--- src/rtl/fp_sched_pkg.sv ---
// Shared types for the fixed-priority burst scheduler.
package fp_sched_pkg;

    localparam int unsigned NumQueuesDefault    = 4;
    localparam int unsigned PrioritySizeDefault = 4;

    typedef logic [$clog2(NumQueuesDefault)-1:0] queue_id_t;
    typedef logic [PrioritySizeDefault-1:0]      priority_t;

    // IDLE arbitrates, BURST holds the grant until the packet or burst cap closes.
    typedef enum logic {
        StIdle,
        StBurst
    } state_t;

endpackage

--- src/rtl/fp_priority_select.sv ---
// Combinational max-priority selector; ties resolve to the lowest index.
module fp_priority_select
    import fp_sched_pkg::*;
#(
    parameter int unsigned NUMBER_OF_QUEUES = 4,
    parameter int unsigned PRIORITY_SIZE    = 4,
    localparam int unsigned QidWidth        = $clog2(NUMBER_OF_QUEUES)
) (
    input  logic [NUMBER_OF_QUEUES-1:0]                    eligible_i,
    input  logic [NUMBER_OF_QUEUES-1:0][PRIORITY_SIZE-1:0] priorities_i,
    output logic [QidWidth-1:0]                            winner_o,
    output logic                                           any_eligible_o
);

    logic [PRIORITY_SIZE-1:0] best_prio;
    logic                     found;

    // Linear scan; strict greater-than keeps the earlier (lower) index on ties.
    always_comb begin
        best_prio = '0;
        found     = 1'b0;
        winner_o  = '0;
        for (int unsigned i = 0; i < NUMBER_OF_QUEUES; i++) begin
            if (eligible_i[i] && (!found || priorities_i[i] > best_prio)) begin
                found     = 1'b1;
                best_prio = priorities_i[i];
                winner_o  = QidWidth'(i);
            end
        end
        any_eligible_o = found;
    end

endmodule

--- src/rtl/fp_burst_scheduler.sv ---
// Packet-level burst scheduler: fixed-priority grant, held until end-of-packet or burst cap.
// Optional FP_AGING_EN: queues that keep losing arbitration get boosted to top priority.
module fp_burst_scheduler
    import fp_sched_pkg::*;
#(
    parameter int unsigned NUMBER_OF_QUEUES = 4,
    parameter int unsigned PRIORITY_SIZE    = 4,
    parameter int unsigned MAX_BURST        = 16,
    parameter int unsigned AGING_THRESHOLD  = 8,
    localparam int unsigned QidWidth        = $clog2(NUMBER_OF_QUEUES)
) (
    input  logic                                           clock,
    input  logic                                           reset,
    input  logic [NUMBER_OF_QUEUES-1:0][PRIORITY_SIZE-1:0] priorities,
    input  logic [NUMBER_OF_QUEUES-1:0]                    empty,
    input  logic [NUMBER_OF_QUEUES-1:0]                    head_last,
    input  logic                                           out_ready,
    output logic                                           out_valid,
    output logic                                           out_last,
    output logic [QidWidth-1:0]                            out_queue_id,
    output logic [NUMBER_OF_QUEUES-1:0]                    pop,
    output logic                                           busy
);

    localparam int unsigned BeatWidth = $clog2(MAX_BURST + 1);
    localparam logic [BeatWidth-1:0] LastBeat = BeatWidth'(MAX_BURST - 1);

    state_t                 state_q, state_d;
    logic [QidWidth-1:0]    qid_q, qid_d;
    logic [BeatWidth-1:0]   beat_q, beat_d;

    logic [NUMBER_OF_QUEUES-1:0][PRIORITY_SIZE-1:0] eff_prio;
    logic [QidWidth-1:0]    winner;
    logic                   any_eligible;
    logic                   arbitrate;

    assign arbitrate = (state_q == StIdle) && any_eligible;

`ifdef FP_AGING_EN
    localparam int unsigned AgeWidth = $clog2(AGING_THRESHOLD + 1);
    localparam logic [AgeWidth-1:0] AgeMax = AgeWidth'(AGING_THRESHOLD);

    logic [NUMBER_OF_QUEUES-1:0][AgeWidth-1:0] age_q, age_d;

    // Saturating per-queue wait counters; a saturated queue competes at all-ones priority.
    always_comb begin
        for (int unsigned i = 0; i < NUMBER_OF_QUEUES; i++) begin
            age_d[i]    = age_q[i];
            eff_prio[i] = (age_q[i] == AgeMax) ? '1 : priorities[i];
            if (empty[i]) begin
                age_d[i] = '0;
            end else if (arbitrate) begin
                if (winner == QidWidth'(i)) begin
                    age_d[i] = '0;
                end else if (age_q[i] != AgeMax) begin
                    age_d[i] = age_q[i] + 1'b1;
                end
            end
        end
    end

    // Wait counter registers.
    always_ff @(posedge clock) begin
        if (reset) begin
            age_q <= '0;
        end else begin
            age_q <= age_d;
        end
    end
`else
    assign eff_prio = priorities;
`endif

    fp_priority_select #(
        .NUMBER_OF_QUEUES (NUMBER_OF_QUEUES),
        .PRIORITY_SIZE    (PRIORITY_SIZE)
    ) u_select (
        .eligible_i     (~empty),
        .priorities_i   (eff_prio),
        .winner_o       (winner),
        .any_eligible_o (any_eligible)
    );

    // Output handshake and next-state; reset suppresses any pop in the abandoning cycle.
    always_comb begin
        state_d   = state_q;
        qid_d     = qid_q;
        beat_d    = beat_q;
        out_valid = 1'b0;
        out_last  = 1'b0;
        pop       = '0;
        unique case (state_q)
            StIdle: begin
                if (any_eligible) begin
                    state_d = StBurst;
                    qid_d   = winner;
                    beat_d  = '0;
                end
            end
            StBurst: begin
                out_valid  = !empty[qid_q] && !reset;
                out_last   = out_valid && (head_last[qid_q] || beat_q == LastBeat);
                pop[qid_q] = out_valid && out_ready;
                if (pop[qid_q]) begin
                    beat_d = beat_q + 1'b1;
                    if (out_last) begin
                        state_d = StIdle;
                    end
                end
            end
            default: state_d = StIdle;
        endcase
    end

    // Grant state registers.
    always_ff @(posedge clock) begin
        if (reset) begin
            state_q <= StIdle;
            qid_q   <= '0;
            beat_q  <= '0;
        end else begin
            state_q <= state_d;
            qid_q   <= qid_d;
            beat_q  <= beat_d;
        end
    end

    assign out_queue_id = qid_q;
    assign busy         = (state_q == StBurst);

endmodule

--- config.mk ---
export PLATFORM = sky130hd
export DESIGN_NAME = fp_burst_scheduler
export DESIGN_NICKNAME = d
export VERILOG_FILES = /design/src/rtl/fp_sched_pkg.sv /design/src/rtl/fp_priority_select.sv /design/src/rtl/fp_burst_scheduler.sv
export SDC_FILE = /design/constraint.sdc
export NUM_CORES = 1
export LEC_CHECK = 0
export BUFFER_PORTS_ARGS = -buffer_cell sky130_fd_sc_hd__buf_2
export CAP_MARGIN = 20
export CORE_MARGIN = 3
export CORE_UTILIZATION = 43
export DETAILED_ROUTE_END_ITERATION = 6
export PLACE_DENSITY = 0.75
export RECOVER_POWER = 25
export SYNTH_ARGS = -nofsm -noshare
export SYNTH_HDL_FRONTEND = slang
export SYNTH_SLANG_ARGS = --single-unit
--- constraint.sdc ---
create_clock -name clock -period 4.6 [get_ports clock]
set_input_delay 0.69 -clock clock [delete_from_list [all_inputs] [get_ports clock]]
set_output_delay 0.69 -clock clock [all_outputs]
set_load 0.02 [all_outputs]
* Word-level counts from Yosys, hierarchy flattened
Cells that the tools add are included.
** Storage, ports and cells
- Bits in registers :: 8
- Bits in latches :: 0
- Bits in writable memories :: 0
- Memory bits (read-only) :: 0
- Logic and storage cells :: 61
- Memories :: 0
** Cells by class
- Add/subtract/negate cells :: 1
- $mul :: 0
- Div/mod/pow operators :: 0
- $lt $le $gt $ge :: 5
- Equal/unequal tests :: 3
- Shift-type cells :: 0
- Multiplexer cells :: 28
- Bitwise logic cells :: 3
- Reduce and logical (&&, ||, !) cells :: 18
** Operators with widths (count)
- 4-bit 2-to-1 mux :: 4
- 1-bit 2-to-1 mux :: 14
- 4-bit greater-than comparator :: 3
- 5-bit 2-to-1 mux :: 2
- 5-bit one-hot mux with 2 select lines :: 1
- 1-bit logical AND :: 7
- 1-bit binary-select mux with 2-bit select :: 3
- 5-bit by 1-bit adder with 5-bit output (second input constant) :: 1
- 5-bit by 4-bit equality test with 1-bit output (second input constant) :: 1
- 1-bit logical NOT :: 5
- 4-bit bitwise AND :: 1
- 1-bit logical OR :: 4
- 2-bit 2-to-1 mux :: 2
- 4-bit inverter :: 1
- 2-bit AND reduction :: 2
- 2-bit by 3-bit < comparator with 1-bit output (second input constant) :: 1
- 1-bit demux with 2-bit select :: 1
- 2-bit by 1-bit greater-or-equal comparator with 1-bit output (second input constant) :: 1
- 2-bit by 1-bit inequality test with 1-bit output (second input constant) :: 1
- 2-bit inequality test (second input constant) :: 1
- 1-bit one-hot mux with 2 select lines :: 1
- 1-bit inverter :: 1

* Longest topological paths before layout
Gate-level depths: netlist of the first run.
- Depth after elaboration :: 16
- Depth in mapped cells :: 18
- Mapped depth without buffers :: 18

* Modules after synthesis
Synthesis of the first run repeated with hierarchy kept, for this count alone.
** Second synthesis, totals
- Cell total of the unflattened synthesis :: 114
- Area, all modules :: 1019.7 um^2
** By module, submodules not included
- fp_burst_scheduler :: times used 1, cells each 54, area an instance 518.0 um^2, seq. area each 160.2 um^2
- fp_priority_select :: times used 1, cells each 60, area an instance 501.7 um^2, seq. area each 0.0 um^2

* Worst setup path after synthesis of the first run
OpenSTA, ideal clock, no wires.
- Kind :: input to register
- Start point :: input empty[0]
- End point :: register qid_q[1] (netlist: out_queue_id[1])
- Setup time :: 135 ps
- Arrival :: 4221 ps
- Required time :: 4465 ps
- Setup slack :: 245 ps
- Stages :: 17
- Path buffers :: 0
- Cells stage by stage :: nand2b_1 ha_1 nor2b_1 o211ai_1 a221o_2 mux2_4 ha_1 nor2b_1 o211ai_1 a21oi_1 o21ai_1 mux2_2 ha_1 a21oi_1 o21ai_0 a221oi_1 a21oi_1
** Between the ends
- Word-level cells in the longest chain between the ends :: 15
- Elaborated cells on any way between the ends :: 23
- Those cells by class :: order compare (3); mux (9); bitwise (1); reduce/logical (10)
** Ends and longest elaborated chain
- start, declared :: line fp_burst_scheduler.sv:15 : input logic [NUMBER_OF_QUEUES-1:0] empty,
- 4-bit inverter * :: line fp_burst_scheduler.sv:78 : .eligible_i (~empty),
- 4-bit 2-to-1 mux / 1-bit 2-to-1 mux (equally long branches) :: line fp_priority_select.sv:24 : if (eligible_i[i] && (!found || priorities_i[i] > best_prio)) begin
- 4-bit greater-than comparator / 1-bit logical NOT (equally long branches) :: line fp_priority_select.sv:24
- 1-bit logical OR :: line fp_priority_select.sv:24
- 1-bit logical AND :: line fp_priority_select.sv:24
- 4-bit 2-to-1 mux / 1-bit 2-to-1 mux (equally long branches) :: line fp_priority_select.sv:24
- 4-bit greater-than comparator / 1-bit logical NOT (equally long branches) :: line fp_priority_select.sv:24
- 1-bit logical OR :: line fp_priority_select.sv:24
- 1-bit logical AND :: line fp_priority_select.sv:24
- 4-bit 2-to-1 mux / 1-bit 2-to-1 mux (equally long branches) :: line fp_priority_select.sv:24
- 4-bit greater-than comparator / 1-bit logical NOT (equally long branches) :: line fp_priority_select.sv:24
- 1-bit logical OR :: line fp_priority_select.sv:24
- 1-bit logical AND :: line fp_priority_select.sv:24
- 1-bit 2-to-1 mux :: line fp_priority_select.sv:24
- 2-bit AND reduction (no source line)
- end signal, assigned :: line fp_burst_scheduler.sv:123 : qid_q <= qid_d;
- end, declared :: line fp_burst_scheduler.sv:29 : logic [QidWidth-1:0] qid_q, qid_d;
Mark *: on every way between the ends. The rest lies on a longest branch, timed or not.
A chain may end at the register's enable or synchronous reset.

* Final worst setup path of the first run
Same ends and word-level chain as after synthesis.

==> summary.txt, run 1 <==
Data required, critical path -> 4.74 ns
Rel. slew slack -> 0.771
Syn_nets -> 152
Worst Max-Slew Pin Slew -> 0.343 ns
Max-slew violations -> 0
Reg area -> 160 um^2
Antenna violations before repair -> 0
Synth area leaders -> ha_1, dfxtp_1, mux2_4, inv_1, a21oi_1
Post-synth top area cell -> ha_1
Pwr/cell area -> 203 nW/um^2
Mux contribution to synthesized area -> 0.159
Gpl congestion -> 0.834
Worst R2R Setup Slack -> 2.67 ns
Top_reg_cell synth -> dfxtp_1
DR pass1 iterations -> 4
Worst R2R Path Depth -> 5
CP Cell Sequence -> buf_2 -> nand2b_1 -> ha_1 -> nor2b_1 -> o211ai_1 -> a221o_2 -> mux2_4 -> ha_1 -> nor2b_1 -> o211ai_1 -> a21oi_1 -> o21ai_2 -> buf_4 -> mux2_2 -> ha_1 -> nand2_1 -> o21ai_0 -> a221oi_2 -> a21oi_1
Syn Inst Count -> 111
Crit-path most repeated cell -> ha_1
Core box area -> 2000 um^2
Final core utilization -> 0.619
Critical R2R Capture -> beat_q[3]
Synth Area in Compound Gates -> 0.189
Top-area cell type share of the netlist area -> 0.189
Area grow syn2layout -> 33.4%
Drc violations -> 0
GRT overflow -> 0
Detailed-route via count -> 1,027
CTS max path bufs -> 2
Synthesized flop and latch total -> 8
Crit end category -> register
Worst Hold Path EP -> beat_q[4]
Most frequent cells in the layout -> buf_2, ha_1, inv_1, buf_4
H-tree depth -> 1
Yosys cell types -> 37
Min-Delay Path Class -> reg -> reg
Gr usage total -> 0.199
Setup ws final -> 0.186 ns
Final period util -> 0.960
CTS buffer count -> 3
Worst hold start -> beat_q[4]
Worst setup startpoint -> empty[0]
Simple-gate share of the synthesized area -> 0.233
DIE WIDTH -> 52.5 um
Setup WS pre-CTS -> -0.159 ns
Final wirelength -> 2520 um
Synth Cell Area -> 928 um^2
Syn Area/Cell -> 8.36 um^2
WP data arrival -> 4.56 ns
DP HPWL -> 2070 um
WL/cell -> 13.6 um
Initial Util -> 0.464
CTS tree -> yes
Fin nets -> 201
Final hold violation count -> 0
Clock sinks -> 8
First-pass GRT wire length -> 4030 um
Post-place instance area -> 1190 um^2
Xor/xnor cell area share of the yosys netlist -> 0
Via-per-instance ratio -> 5.55
Crit start category -> input pin
Worst-Skew Late Latency -> 0.27 ns
Clock Skew -> 0.00570 ns
Final std cells w/o fill -> 185
Hold Path Depth -> 2
Yosys Warn Count -> 0
I/O pin cnt -> 36
Die Y -> 52.5 um
Placed insts -> 180
Asr flop ratio synth -> 0
Fill count -> 184
Vias in the first global route -> 982
Adder-Cell Fraction of Synth Area -> 0.189
Die area -> 2750 um^2
Number of synthesized flops with an enable pin -> 0
Row cnt -> 16
Post-cts hold buffer count -> 0
Min cycle time layout -> 4.41 ns
CP Max Fanout -> 6
Largest family of logic cells by synthesized area -> simple AND/OR/NAND/NOR gates
N_diodes -> 0
Commonest non-fill, non-tap cell in the layout -> buf_2
Largest net degree at the start of global routing -> 11
Maximum vdd drop -> 0.000150 V
Antenna-violating nets left -> 0
Final setup viols -> 0
Fmax -> 227 MHz
Reg clk slew, reported paths -> 0.06 ns
Max Cap Viol -> 0
Slowest cell on crit path -> a221o_2
Crit Reg-Reg Startpoint -> out_queue_id[1]
Multi-input logic area -> 726 um^2
Static Leakage -> 0.000635 uW
Number of port buffers -> 35
Initial DRC count -> 19
Run status -> finished, final reports clean
Max incr delay on CP -> 0.45 ns
Root Driver -> clkbuf_4
Layout cells sized above 1 -> 0.373
Setup CP Type -> in -> reg
Register area share after synthesis -> 0.173
Final instance area -> 1240 um^2
-- report_power, final --
part / switching (uW) / leakage (uW) / internal (uW)
Sequential: 7.06 / 0.0000654 / 72.7
Clock: 26.4 / 0.0000138 / 30.0
Combinational: 54.9 / 0.000556 / 59.8
-- flip-flops by register name, indices dropped and copies added (netlist names) --
register / flops
beat_q: 5
busy: 1
out_queue_id: 2
-- per-layer routing --
metal / GRT usage / up-vias / share of wire
li1: - / 502 / -
met5: 0 / - / 0
met1: 0.202 / 486 / 0.39
met3: 0.0484 / 5 / 0.051
met4: 0.0766 / 0 / 0.016
met2: 0.380 / 34 / 0.54
-- through the flow --
step	power (uW)	setup TNS [ns]	hold slack, ns
after global placement	184	-0.0833	0.455
after detailed placement	189	-0.305	0.466
after floorplan	146	0	0.442
final	251	0	0.475
after global routing	268	-0.0166	0.484
after CTS	246	0	0.474
-- cells in the mapped netlist, types with 2 or more instances --
master,n
a21oi_1,9
a31oi_1,2
and2_1,3
and3_1,2
dfxtp_1,8
ha_1,14
inv_1,13
mux2_2,4
mux2_4,4
mux2i_1,2
nand2_1,5
nand2b_1,5
nand3_1,7
nor2_1,2
nor2b_1,4
nor3b_1,2
o211ai_1,2
o21ai_0,3
o21ai_1,2
-- final cells by class --
class / count / share of cell area
Multi-Input combinational cell: 89 / 0.586
Timing Repair Buffer: 45 / 0.200
Sequential cell: 8 / 0.129
Inverter: 13 / 0.0394
Tap cell: 27 / 0.0273
Clock buffer: 3 / 0.0182
-- critical path: cells and delay by family --
family | cells | cell delay (ns)
AOI/OAI and AO/OA | 8 | 1.53
adders and majority gates | 3 | 0.88
buffers and inverters | 2 | 0.29
muxes | 2 | 0.65
and+or+nand+nor | 4 | 0.51
-- worst max path at each step --
stage	end	slack (ns)	cells after the start
after global placement	out_queue_id[0]	-0.04	19
final	out_queue_id[1]	0.19	19
after detailed placement	out_queue_id[1]	-0.16	18
after floorplan	out_queue_id[1]	0.24	17
after CTS	out_queue_id[1]	0.12	18
after global routing	out_queue_id[1]	-0.02	18
-- cells by family after synthesis --
| kind of cell | count (synthesis) |
|---|---|
| buffers and inverters | 14 |
| AND/OR/NAND/NOR | 37 |
| flip-flops | 8 |
| AO/OA/AOI/OAI | 27 |
| adder cells (fa/ha/maj) | 14 |
| multiplexers | 11 |
-- timing repair --
item / 4_1_cts / 5_1_grt
gates resized for setup: 0 / 3
setup endpoints to repair: 0 / 2
setup buffers: 0 / 2
No activity file was read; power rests on OpenSTA's default activity.
==> inputs of run 2 (changes only) <==
- CORE_UTILIZATION: 43 -> 30
- PLACE_DENSITY: 0.75 -> unset
==> run 2 against run 1 <==
Against the previous run: die area increased by 38%; final cell count is 1.1% higher; non-clock buffer count shrank 2; final area up 1.3%; wire length shrank 3.9%; critical path depth decreased by 1; sequential cell count stayed put; sequential share of layout area down 0.17 points; sequential power is essentially flat; global-route usage fell by 6.6 points; total power down 1.5%; critical endpoint is now out_queue_id[0]; highest routed layer is now met3.
==> summary.txt, run 2 (synthesized netlist as in run 1, its figures left out) <==
Run status -> finished, final reports clean
Number of port buffers -> 35 (unchanged)
Gpl congestion -> 0.768 (-7.9%)
Rel. slew slack -> 0.771 (about the same)
Die Y -> 61.6 um (+17%)
WL/cell -> 12.9 um (-5.0%)
Gr usage total -> 0.133 (-0.0658)
Min-Delay Path Class -> reg -> reg
Max Cap Viol -> 0 (unchanged)
CTS buffer count -> 3 (unchanged)
Largest net degree at the start of global routing -> 11 (unchanged)
N_diodes -> 0 (unchanged)
Area grow syn2layout -> 35.2%
CTS max path bufs -> 2 (unchanged)
Pwr/cell area -> 197 nW/um^2 (-2.7%)
Clock sinks -> 8 (unchanged)
DIE WIDTH -> 61.6 um (+17%)
Post-cts hold buffer count -> 0 (unchanged)
Antenna violations before repair -> 0 (unchanged)
Hold Path Depth -> 2 (unchanged)
Reg clk slew, reported paths -> 0.05 ns (about the same)
Worst Max-Slew Pin Slew -> 0.343 ns (-0.000411 ns)
I/O pin cnt -> 36 (unchanged)
Detailed-route via count -> 978 (-4.8%)
Row cnt -> 19 (+3)
Maximum vdd drop -> 0.0000614 V (-59%)
Static Leakage -> 0.000628 uW (-1.0%)
Register bank with the most flops -> beat_q
Via-per-instance ratio -> 5.23 (-5.8%)
Final hold violation count -> 0 (unchanged)
Final period util -> 0.949 (-0.0110)
H-tree depth -> 1 (unchanged)
First-pass GRT wire length -> 3910 um (-2.9%)
Worst R2R Path Depth -> 5 (unchanged)
Data required, critical path -> 4.72 ns (-0.02 ns)
Layout cells sized above 1 -> 0.397 (+0.0240)
Fin nets -> 199 (-1.0%)
GRT overflow -> 0 (unchanged)
Initial DRC count -> 31 (+12)
Commonest non-fill, non-tap cell in the layout -> buf_2
Initial Util -> 0.325 (-0.138)
Crit start category -> input pin
Root Driver -> clkbuf_4
Final wirelength -> 2420 um (-3.9%)
Min cycle time layout -> 4.36 ns (-0.0508 ns)
Pwr Total -> 247 uW (-1.5%)
CP Max Fanout -> 6 (unchanged)
Max reg flops -> 5 (unchanged)
DP HPWL -> 2050 um (-0.81%)
Worst-Skew Late Latency -> 0.25 ns (-0.02 ns)
Clock Skew -> 0.00272 ns (-0.00298 ns)
Final setup viols -> 0 (unchanged)
Core box area -> 2850 um^2 (+43%)
Final std cells w/o fill -> 187 (+1.1%)
Crit end category -> register
Fmax -> 229 MHz (+1.2%)
CTS tree -> yes
Die area -> 3800 um^2 (+38%)
Vias in the first global route -> 944 (-3.9%)
Max-slew violations -> 0 (unchanged)
DR pass1 iterations -> 4 (unchanged)
Antenna-violating nets left -> 0 (unchanged)
Drc violations -> 0 (unchanged)
WP data arrival -> 4.48 ns (-0.08 ns)
Setup CP Type -> in -> reg
Most frequent cells in the layout -> buf_2, inv_1, ha_1, dfxtp_1
Placed insts -> 181 (+0.56%)
-- run 2: cell types whose count changed in the layout (fill, tap and decap cells not counted), sizes merged --
| cell | previous run | this run |
|---|---|---|
| buf | 43 | 41 |
-- run 2: path summary, 6_finish.rpt --
path / startpoint / to / slack [ns]
max: empty[0] / out_queue_id[0] / 0.24
min: beat_q[4] / beat_q[4] / 0.48
max reg2reg: out_queue_id[1] / beat_q[3] / 2.79
min reg2reg: beat_q[4] / beat_q[4] / 0.48
-- run 2: metrics by stage --
step | hold WS (ns) | utilization | cell area [um^2] | TNS, ns | setup slack (ns)
after global routing | 0.507 | 0.440 | 1250 | -0.00549 | -0.00549
after global placement | 0.454 | 0.412 | 1170 | -0.104 | -0.0575
after detailed placement | 0.469 | 0.412 | 1170 | -0.276 | -0.140
after CTS | 0.477 | 0.420 | 1200 | 0 | 0.0989
final | 0.477 | 0.440 | 1250 | 0 | 0.237
after floorplan | 0.442 | - | 928 | 0 | 0.245
-- run 2: final cells by class --
type,instances,area [um^2]
Fill cell,303,1600
Multi-Input combinational cell,89,754
Timing Repair Buffer,43,230
Sequential cell,8,160
Inverter,13,48.8
Tap cell,31,38.8
Clock buffer,3,22.5
-- run 2: per-layer routing --
layer	vias up	GRT usage	share of wire	routed length, um
li1	503	-	-	-
met1	450	0.177	0.45	1100
met2	25	0.224	0.49	1200
met3	0	0.0231	0.053	128
met4	0	0.0273	0	0
met5	-	0	0	0
-- run 2: power breakdown --
group / internal [uW] / switching (uW)
clock network: 29.7 / 22.0
registers: 72.7 / 6.73
logic: 59.8 / 56.2
total: 162 / 84.9
-- run 2: critical path, stage by stage --
cell and delay [ns]:
buf_2 0.13, nand2b_1 0.17, ha_1 0.29, nor2b_2 0.13
o211ai_1 0.08, a221o_2 0.44, mux2_4 0.32, ha_1 0.28
nor2b_1 0.13, o211ai_1 0.19, a21oi_2 0.10, o21ai_2 0.22
buf_4 0.15, mux2_2 0.32, ha_1 0.32, a41oi_2 0.13
a221oi_2 0.30, a21oi_1 0.10
-- run 2: repair_timing --
action / in CTS / in global routing
setup buffers: 0 / 3
setup endpoints to repair: 0 / 2
resized for setup: 0 / 8
==> inputs of run 3 (changes only) <==
- CORE_UTILIZATION: 30 -> 48
- PLACE_DENSITY: unset -> 0.79
- clock period: 4.6 -> 4.2 ns (I/O delays scaled with it)
==> run 3 against run 2 <==
Against the previous run: die area down 34%; total power up 24%; clock power up 23%; wire length up 2.3%; global-route usage up 7.1 points; via count up 4.6%; register-to-register slack worse by 0.46 ns.
==> summary.txt, run 3 (synthesized netlist as in run 1, its figures left out) <==
Run status -> finished, final reports clean
Detailed-route via count -> 1,023 (+4.6%)
Static Leakage -> 0.000681 uW (+8.4%)
CTS max path bufs -> 2 (unchanged)
CP Cell Sequence -> buf_8 -> nand2b_4 -> ha_4 -> nor2b_1 -> o211ai_1 -> a221o_2 -> buf_6 -> mux2_4 -> ha_4 -> and4_1 -> a21oi_2 -> o21ai_4 -> mux2_4 -> ha_1 -> nand2_1 -> o21ai_1 -> a221oi_2 -> a21oi_1
I/O pin cnt -> 36 (unchanged)
Worst Max-Slew Pin Slew -> 0.316 ns (-0.0274 ns)
Final wirelength -> 2480 um (+2.3%)
CTS tree -> yes
WP data arrival -> 4.24 ns (-0.24 ns)
DIE WIDTH -> 50.0 um (-19%)
WL/cell -> 13.5 um (+4.0%)
Max incr delay on CP -> 0.41 ns (-0.03 ns)
Die area -> 2500 um^2 (-34%)
Vias in the first global route -> 997 (+5.6%)
Setup CP Type -> in -> reg
Worst Hold Path EP -> beat_q[4]
Slowest cell on crit path -> a221o_2
Layout cells sized above 1 -> 0.459 (+0.0617)
Pwr/cell area -> 218 nW/um^2 (+11%)
Core box area -> 1780 um^2 (-38%)
Max reg flops -> 5 (unchanged)
Placed insts -> 181 (unchanged)
Clock sinks -> 8 (unchanged)
Row cnt -> 15 (-4)
First-pass GRT wire length -> 4000 um (+2.3%)
Maximum vdd drop -> 0.000154 V (+150%)
Via-per-instance ratio -> 5.56 (+6.3%)
Antenna-violating nets left -> 0 (unchanged)
Number of port buffers -> 35 (unchanged)
Crit start category -> input pin
Area grow syn2layout -> 50.9%
Root Driver -> clkbuf_4
Worst R2R Path Depth -> 5 (unchanged)
Die Y -> 50.0 um (-19%)
Largest net degree at the start of global routing -> 11 (unchanged)
Post-CTS setup buffers -> 0 (unchanged)
DR pass1 iterations -> 5 (+1)
Fin Hold WS -> 0.466 ns (-0.0110 ns)
Hold Path Depth -> 2 (unchanged)
N_diodes -> 0 (unchanged)
Final core utilization -> 0.786 (+0.346)
Most frequent cells in the layout -> buf_2, inv_1, buf_4, mux2_4, dfxtp_1
CTS buffer count -> 3 (unchanged)
Fmax -> 244 MHz
Max-slew violations -> 0 (unchanged)
Critical R2R Capture -> beat_q[3]
Commonest non-fill, non-tap cell in the layout -> buf_2
Setup WS pre-CTS -> -0.354 ns (-0.214 ns)
Initial Util -> 0.521 (+0.195)
Min-Delay Path Class -> reg -> reg
Crit Reg-Reg Startpoint -> out_queue_id[1]
Final period util -> 0.976
Initial DRC count -> 9 (-71%)
Final setup viols -> 0 (unchanged)
H-tree depth -> 1 (unchanged)
GRT overflow -> 0 (unchanged)
Final std cells w/o fill -> 184 (-1.6%)
Reg clk slew, reported paths -> 0.06 ns (about the same)
Crit end category -> register
Min cycle time layout -> 4.10 ns
Register bank with the most flops -> beat_q
Drc violations -> 0 (unchanged)
Worst-Skew Late Latency -> 0.27 ns (+0.02 ns)
Max Cap Viol -> 0 (unchanged)
Clock Skew -> 0.0104 ns (+0.00766 ns)
Antenna violations before repair -> 0 (unchanged)
Data required, critical path -> 4.34 ns (-0.38 ns)
Fill count -> 125 (-59%)
Setup ws final -> 0.0990 ns (-0.137 ns)
RSZ-0062 raised after global routing -> true
Worst hold start -> beat_q[4]
Pwr Total -> 306 uW (+24%)
Gr usage total -> 0.204 (+0.0711)
Fin nets -> 202 (+1.5%)
Final hold violation count -> 0 (unchanged)
DP HPWL -> 2030 um (-0.80%)
Gpl congestion -> 0.785 (+2.2%)
Worst R2R Setup Slack -> 2.33 ns (-0.46 ns)
CP Max Fanout -> 7 (+1)
Rel. slew slack -> 0.789 (+0.0181)
[run 3: changes by cell type in the layout (fill, tap and decap cells not counted), sizes merged]
| cell | before | now |
|---|---|---|
| buf | 41 | 44 |
[run 3: worst max path at each step]
stage	from	slack, ns	end
after floorplan	empty[0]	0.02	out_queue_id[0]
after global placement	empty[0]	-0.22	out_queue_id[0]
after detailed placement	empty[0]	-0.35	out_queue_id[0]
after CTS	empty[0]	0.02	out_queue_id[0]
after global routing	empty[0]	-0.1	out_queue_id[0]
final	empty[0]	0.1	out_queue_id[1]
[run 3: routing by layer]
layer,vias up,wire length [um],global-route usage
met4,0,84,0.0599
met3,11,144,0.0544
li1,509,-,-
met2,43,1220,0.389
met1,460,1020,0.211
met5,-,0,0
[run 3: cell type report]
type	instances	area, um^2	area share
inverter	13	48.8	0.0348
timing repair buffer	46	269	0.192
clock buffer	3	22.5	0.0161
sequential	8	160	0.114
multi-input combinational	89	870	0.621
tap	25	31.3	0.0223
[run 3: stage by stage]
stage          TNS (ns)  cell area (um^2)
6_report              0              1400
5_1_grt          -0.189              1400
4_1_cts               0              1300
3_5_place_dp     -0.684              1270
3_3_place_gp     -0.419              1270
2_1_floorplan         0               983
[run 3: timing repair]
action | CTS | global route
endpoints found under the setup margin | 2 | 2
pin swaps | 1 | 12
hold buffers | 0 | 0
gates resized for setup | 1 | 17
[run 3: worst max-delay path, delay by kind of cell]
family | cells | cell delay (ns)
adder cells (fa/ha/maj) | 3 | 0.84
multiplexers | 2 | 0.65
buffers and inverters | 2 | 0.24
AO/OA/AOI/OAI | 7 | 1.33
AND/OR/NAND/NOR | 4 | 0.54
[run 3: power breakdown]
group          switching, uW  internal [uW]  total (uW)
Sequential              7.13           79.6        86.7
Clock                   30.4           33.0        63.4
Combinational           71.9           83.7         156
